File: config.mk
export PLATFORM = sky130hd
export DESIGN_NAME = pipo_share_arbiter
export DESIGN_NICKNAME = d
export VERILOG_FILES = /design/src/rtl/pipo_share_arbiter.sv
export SDC_FILE = /design/constraint.sdc
export NUM_CORES = 1
export LEC_CHECK = 0
export ABC_AREA = 1
export CORE_UTILIZATION = 26
export CTS_CLUSTER_DIAMETER = 40
export DETAILED_ROUTE_END_ITERATION = 7
export PLACE_DENSITY_LB_ADDON = 0.08
export SLEW_MARGIN = 20
export SYNTH_ARGS = -nofsm -noshare
export SYNTH_HDL_FRONTEND = slang
export SYNTH_SLANG_ARGS = --single-unit
File: constraint.sdc
create_clock -name clk -period 1.1 [get_ports clk]
set_input_delay 0.11 -clock clk [delete_from_list [all_inputs] [get_ports clk]]
set_output_delay 0.11 -clock clk [all_outputs]
set_load 0.01 [all_outputs]
File: src/rtl/pipo_share_arbiter.sv
// Shared WIDTH-bit holding register written by two requesters through a
// round-robin req/gnt handshake, followed by a fixed hold window after each load.
module pipo_share_arbiter #(
  parameter int WIDTH       = 16,
  parameter int HOLD_CYCLES = 4,
  parameter int CNT_W       = 8
) (
  input  logic             clk,
  input  logic             clr,
  input  logic             req0,
  input  logic [WIDTH-1:0] data0,
  input  logic             req1,
  input  logic [WIDTH-1:0] data1,
  output logic             gnt0,
  output logic             gnt1,
  output logic [WIDTH-1:0] q,
  output logic             busy,
  output logic             src,
  output logic [CNT_W-1:0] load_cnt
);

  localparam int HW = (HOLD_CYCLES > 1) ? $clog2(HOLD_CYCLES) : 1;

  typedef enum logic {
    IDLE = 1'b0,
    HOLD = 1'b1
  } state_t;

  state_t           state_reg, state_next;
  logic [HW-1:0]    hold_cnt_reg, hold_cnt_next;
  logic             last_reg, last_next;
  logic [WIDTH-1:0] q_reg, q_next;
  logic [1:0]       gnt_reg, gnt_next;
  logic             busy_reg, busy_next;
  logic             src_reg, src_next;
  logic [CNT_W-1:0] cnt_reg, cnt_next;

  logic [1:0] req_vec;
  logic [1:0] win;
  logic       grant;

  assign req_vec = {req1, req0};
  assign grant   = (state_reg == IDLE) && (|req_vec);

  // A requester wins if it is alone, or if the other one was served last.
  generate
    for (genvar gi = 0; gi < 2; gi++) begin : g_win
      assign win[gi] = req_vec[gi] & (~req_vec[1-gi] | (last_reg != 1'(gi)));
    end
  endgenerate

  always_ff @(posedge clk or negedge clr) begin
    if (!clr) begin
      state_reg    <= IDLE;
      hold_cnt_reg <= '0;
      last_reg     <= 1'b1;
      q_reg        <= '0;
      gnt_reg      <= '0;
      busy_reg     <= 1'b0;
      src_reg      <= 1'b0;
      cnt_reg      <= '0;
    end else begin
      state_reg    <= state_next;
      hold_cnt_reg <= hold_cnt_next;
      last_reg     <= last_next;
      q_reg        <= q_next;
      gnt_reg      <= gnt_next;
      busy_reg     <= busy_next;
      src_reg      <= src_next;
      cnt_reg      <= cnt_next;
    end
  end

  always_comb begin
    state_next    = state_reg;
    hold_cnt_next = hold_cnt_reg;
    case (state_reg)
      IDLE: begin
        if (grant) begin
          state_next    = HOLD;
          hold_cnt_next = HW'(HOLD_CYCLES - 1);
        end
      end
      HOLD: begin
        if (hold_cnt_reg == '0) begin
          state_next = IDLE;
        end else begin
          hold_cnt_next = hold_cnt_reg - HW'(1);
        end
      end
      default: begin
        state_next    = IDLE;
        hold_cnt_next = '0;
      end
    endcase
  end

  always_comb begin
    q_next    = q_reg;
    gnt_next  = '0;
    busy_next = busy_reg;
    src_next  = src_reg;
    cnt_next  = cnt_reg;
    last_next = last_reg;
    if (grant) begin
      q_next    = win[1] ? data1 : data0;
      gnt_next  = win;
      busy_next = 1'b1;
      src_next  = win[1];
      cnt_next  = cnt_reg + CNT_W'(1);
      last_next = win[1];
    end else if ((state_reg == HOLD) && (hold_cnt_reg == '0)) begin
      busy_next = 1'b0;
    end
  end

  assign gnt0     = gnt_reg[0];
  assign gnt1     = gnt_reg[1];
  assign q        = q_reg;
  assign busy     = busy_reg;
  assign src      = src_reg;
  assign load_cnt = cnt_reg;

endmodule

==> flow_summary.yaml, run 1 <==
status:
  status: "finished, violations left"
  violations: "setup timing"
floorplanning:
  die_h_um: 78.37
  rows: 27
  die_w_um: 78.37
  start_util: 0.2721
  core_um2: 5574
  dieArea_um2: 6142
  pin_count: 64
clock_network:
  root_buffer: "clkbuf_8"
  clock_sinks: 32
  clk_path_buf_depth: 2
  htree_levels: 2
  clk_latency_ns: 0.28
  cts_tree: "yes"
  path_clk_slew_ns: 0.06
  cts_buffers: 5
power:
  p_per_area_nw_per_um2: 2317
  vdd_drop_max_mv: 1.285
  cellLeakagePower_nw: 1.352
setup_path:
  r2r-start: "last_reg$_DFFE_PN1P_"
  cp_max_fo: 6
  startpoint: "last_reg$_DFFE_PN1P_"
  worstSetupPathType: "register to register"
  worstPathArrival_ns: 1.42
  end_kind: "register"
  required_ns: 1.32
  start_kind: "register"
  rr_worst_depth: 6
detailed_routing:
  ant_nets: 0
  wl_um: 4180
  via_per_inst: 4.275
  via_count: 1479
  drc: 0
  dr.pass1.iters: 4
  routedWlPerCell_um: 12.08
  drtIter0Drc: 81
synth:
  ys_seq_area_frac: 0.5289
  synth-seq-cells: 32
  synth_cell_types: 19
  synth.area.mux_share: 0
  syn_area_per_cell_um2: 8.153
  synth_xor_area_frac: 0.02310
  syn_area_um2: 1516
  synth_fa_ha_area_frac: 0.01650
  synth-compound-area-share: 0.09653
  syn_nets: 224
  synth_top_family_by_area: "simple AND/OR/NAND/NOR gates"
  yosys_warnings: 0
  syn_inst: 186
  synth-simple-area-share: 0.2294
placement:
  place_hpwl_um: 2744
  dp_slack_ns: -0.2732
  portBuffers: 63
  gp_congestion: 0.7677
timing:
  skew_ns: 0.001624
  period_share: 1.091
  max-slew-margin-rel: 0.8178
  worst_slack_ns: -0.09968
  rsz0062_at_grt: "true"
  drv_slew: 0
  finalCriticalPeriod_ns: 1.200
  max_clock_freq_ghz: 0.8336
  finalSetupViolCount: 17
  worst_slew_pin_slew_ns: 0.2733
  hold_violations: 0
finish:
  n_antenna_cell: 0
  largest_reg_flops: 16
  multi_input_comb_area_um2: 640.6
  areaGrowthSynthToFinish_pct: 73.68
  final-seq-area_um2: 803.3
  nNetsFinal: 311
  fillers: 564
  drive_gt1_frac: 0.2007
  final_util: 0.4725
job:
  maxCapViolCount: 0
global_route:
  grt_max_degree: 33
  grt_pass1_vias: 1388
  grt_pass1_wl_um: 6727
  antenna_found_initial: 0
  grt_usage: 0.1439
  gr-total-overflow: 0
min_path:
  hp-class: "input pin to asynchronous set/reset pin"
[cells in the final DEF (no fill, tap or decap), drive strengths merged, types with 4 or more instances in the layout]
cell,instances
nand3,4
clkdlybuf4s15,9
dfrtp,31
buf,24
nor2,7
nand2,75
inv,32
dlygate4sd2,18
o211ai,16
clkbuf,9
clkdlybuf4s50,34
[cell families after synthesis]
logic type	count (synthesis)
xor+xnor	4
buf+inv	39
fa+ha+maj	2
simple gates	89
flops	32
compound gates	20
[synthesized netlist by cell type]
| master | count | area (um2) |
|---|---|---|
| o21ai_2 | 1 | 8.760 |
| dfrtp_1 | 31 | 775.7 |
| buf_4 | 2 | 15.01 |
| nand2_1 | 75 | 281.5 |
| o211ai_1 | 16 | 120.1 |
| nor2_2 | 1 | 6.260 |
| a21oi_1 | 1 | 5.000 |
| nand4_1 | 2 | 12.51 |
| xnor2_1 | 2 | 17.52 |
| nor3_1 | 1 | 5.000 |
| inv_1 | 32 | 120.1 |
| o21ai_0 | 1 | 5.000 |
| dfstp_2 | 1 | 26.28 |
| nand3_1 | 4 | 20.02 |
| xor2_1 | 2 | 17.52 |
| nor2_1 | 6 | 22.52 |
| o21a_1 | 1 | 7.510 |
| ha_1 | 2 | 25.02 |
| buf_2 | 5 | 25.02 |
[stage by stage]
step	cell area (um2)	total power (W)	std cells	setup TNS (ns)	hold slack (ns)
detailed placement	2305	0.004883	324	-7.005	0.4615
global route	2634	0.006602	346	-2.280	0.2042
global placement	2305	0.004872	324	-7.014	0.4619
finish	2634	0.006102	346	-1.098	0.1964
CTS	2509	0.005855	340	-1.272	0.1945
floorplan	1536	0.003401	186	0	-0.1856
[final cells by class]
| type | instances | share of cell area |
|---|---|---|
| Tap cell | 72 | 0.03420 |
| Multi-Input combinational cell | 115 | 0.2432 |
| Inverter | 32 | 0.04846 |
| Clock buffer | 8 | 0.03420 |
| Sequential cell | 32 | 0.3050 |
| Timing Repair Buffer | 87 | 0.3349 |
[power by group]
part	total, W	internal (W)	switching (W)
clock	0.000931	0.000510	0.000421
sequential	0.00204	0.00174	0.000308
combinational	0.00313	0.00158	0.00155
[per-layer routing]
layer	wire, um	up-vias	track usage
li1	-	747	-
met5	0	-	0
met4	49	0	0.04444
met3	217	7	0.04651
met2	2006	31	0.2342
met1	1907	694	0.1806
[what timing repair did]
item                                    4_1_cts  5_1_grt
endpoints found under the setup margin       46       36
gates resized for setup                      41       33
cloned                                        2        0
setup buffers                                 6        6
endpoints found under the hold margin         0        0
pin swaps                                     5       12
hold buffers                                  0        0
[final timing paths]
| check | to | slack (ns) |
|---|---|---|
| worst max-delay path | q[13]$_DFFE_PN0P_ | -0.1 |
| worst min-delay path | q[8]$_DFFE_PN0P_ | 0.20 |
| worst max register to register | q[13]$_DFFE_PN0P_ | -0.1 |
| worst min register to register | q[14]$_DFFE_PN0P_ | 0.47 |
| max in group asynchronous | last_reg$_DFFE_PN1P_ | 0.66 |
| min in group clk | state_reg$_DFF_PN0_ | 0.28 |
[critical path, cell delays in order, from the launching register on]
cell,delay (ns)
dfstp_2,0.54
nand2_2,0.06
nand2_4,0.11
buf_12,0.14
buf_16,0.12
o211ai_1,0.10
nand2_1,0.07
Power figures use the tool's default switching activity.
==> inputs of run 2 (changes only) <==
--- a/config.mk
+++ b/config.mk
@@ -7,6 +7,7 @@
 export LEC_CHECK = 0
 export ABC_AREA = 1
 export CORE_UTILIZATION = 26
+export CTS_BUF_LIST = sky130_fd_sc_hd__clkbuf_4
 export CTS_CLUSTER_DIAMETER = 40
 export DETAILED_ROUTE_END_ITERATION = 7
 export PLACE_DENSITY_LB_ADDON = 0.08
==> run 2 against run 1 <==
The run still ends with setup timing left. First-iteration DRC count shrank 4.9%. Clock-buffer cell count down 1. Clock power down 27%. Wire length rose by 2.2%. Utilization fell by 1.3 points. Total power is 2.6% lower. Maximum frequency rose by 1.1%. Final cell count is 2.0% higher. Highest routed layer unchanged. Via count rose by 2.0%. Clock skew rose by 0.0052 ns. Die area did not move. Cell area fell by 2.7%.
==> flow_summary.yaml, run 2 (synthesis gave the netlist of run 1 again) <==
job:
  maxCapViolCount: 0
timing:
  period_share: 1.079
  rsz0062_at_grt: "true"
  max-slew-margin-rel: 0.7837
  worst_slew_pin_slew_ns: 0.3244
  finalCriticalPeriod_ns: 1.187
  worst_slack_ns: -0.08689
  hold_violations: 0
  skew_ns: 0.006872
  finalSetupViolCount: 19
  drv_slew: 0
  max_clock_freq_ghz: 0.8425
clock_network:
  clock_sinks: 32
  root_buffer: "clkbuf_4"
  hold_buffers: 0
  cts_buffers: 5
  path_clk_slew_ns: 0.10
  clk_path_buf_depth: 2
  cts_tree: "yes"
  clk_latency_ns: 0.33
  htree_levels: 2
global_route:
  grt_usage: 0.1447
  grt_max_degree: 33
  gr-total-overflow: 0
  grt_pass1_wl_um: 6824
  grt_pass1_vias: 1433
  antenna_found_initial: 0
finish:
  largest_reg_flops: 16
  fin_area_um2: 2562
  areaGrowthSynthToFinish_pct: 68.98
  n_antenna_cell: 0
  final_common_cell: "nand2_1"
  layout_common_cells: "nand2_1, clkdlybuf4s50_1, dfrtp_1"
  nNetsFinal: 318
  drive_gt1_frac: 0.3096
detailed_routing:
  via_count: 1508
  wl_um: 4272
  dr.pass1.iters: 4
  ant_nets: 0
  routedWlPerCell_um: 12.10
  drtIter0Drc: 77
  drc: 0
  via_per_inst: 4.272
floorplanning:
  pin_count: 64
  die_w_um: 78.37
  core_um2: 5574
  die_h_um: 78.37
  dieArea_um2: 6142
  rows: 27
  start_util: 0.2721
setup_path:
  worstPathArrival_ns: 1.46
  worstSetupPathType: "register to register"
  end_kind: "register"
  start_kind: "register"
  required_ns: 1.37
  cp_max_fo: 6
power:
  p_per_area_nw_per_um2: 2320
  cellLeakagePower_nw: 1.331
  vdd_drop_max_mv: 1.111
placement:
  place_hpwl_um: 2744
  portBuffers: 63
  placed_cell_area_um2: 2305
  dp_slack_ns: -0.2732
  gp_congestion: 0.7677
status:
  violations: "setup timing"
  status: "finished, violations left"
min_path:
  hp-class: "input pin to asynchronous set/reset pin"
[run 2: cell types whose count changed in the layout (fill, tap and decap cells not counted), moves of 2 or more]
cell	previous run	this run
clkbuf_1	2	0
buf_2	0	7
clkdlybuf4s15_1	9	2
dlygate4sd2_1	18	0
clkbuf_2	1	20
buf_4	14	19
clkbuf_4	0	7
clkbuf_8	6	0
[run 2: path summary, 6_finish.rpt]
kind	slack [ns]	endpoint	cells past startpoint	startpoint
max	-0.09	q[13]$_DFFE_PN0P_	6	last_reg$_DFFE_PN1P_
min	0.14	q[7]$_DFFE_PN0P_	2	clr
max reg2reg	-0.09	q[13]$_DFFE_PN0P_	6	last_reg$_DFFE_PN1P_
min reg2reg	0.49	q[11]$_DFFE_PN0P_	2	q[11]$_DFFE_PN0P_
max in group asynchronous	0.72	last_reg$_DFFE_PN1P_	2	clr
min in group clk	0.40	q[5]$_DFFE_PN0P_	3	data1[5]
[run 2: per-layer routing]
metal / GRT usage / share of wire / vias to the layer above
li1: - / - / 762
met1: 0.1835 / 0.46 / 699
met2: 0.2360 / 0.47 / 41
met3: 0.03605 / 0.055 / 6
met4: 0.05556 / 0.014 / 0
met5: 0 / 0 / -
[run 2: report_power, final]
part	internal (W)	total, W	switching (W)	leakage (nW)
registers	0.00173	0.00203	0.000306	0.381
logic	0.00160	0.00323	0.00163	0.916
clock network	0.000295	0.000682	0.000387	0.0338
[run 2: timing repair]
item,4_1_cts,5_1_grt
gates resized for setup,76,47
setup endpoints to repair,47,51
hold endpoints to repair,0,0
gates cloned,2,1
pin swaps,5,15
setup buffers,9,9
[run 2: layout make-up]
| cell class | count | area (um2) |
|---|---|---|
| tap | 72 | 90.09 |
| timing repair buffer | 94 | 843.3 |
| clock inverter | 1 | 3.754 |
| sequential | 32 | 802.0 |
| inverter | 32 | 127.6 |
| fill | 577 | 3012 |
| clock buffer | 7 | 52.55 |
| multi-input combinational | 115 | 643.1 |
[run 2: stage by stage]
stage / hold WS [ns] / utilization / setup TNS (ns) / total power (W) / cells
after floorplan: -0.1856 / - / 0 / 0.003401 / 186
after global placement: 0.4619 / 0.4135 / -7.014 / 0.004872 / 324
after detailed placement: 0.4615 / 0.4135 / -7.005 / 0.004883 / 324
after CTS: 0.1301 / 0.4523 / -1.229 / 0.005779 / 343
after global routing: 0.1291 / 0.4597 / -2.358 / 0.006437 / 353
final: 0.1382 / 0.4597 / -1.118 / 0.005944 / 353
[run 2: critical path, cell delays in order, from the launching register on]
cell,delay (ns)
dfstp_2,0.55
nand2_2,0.06
nand2_4,0.10
buf_12,0.14
buf_16,0.11
o211ai_1,0.09
nand2_1,0.07
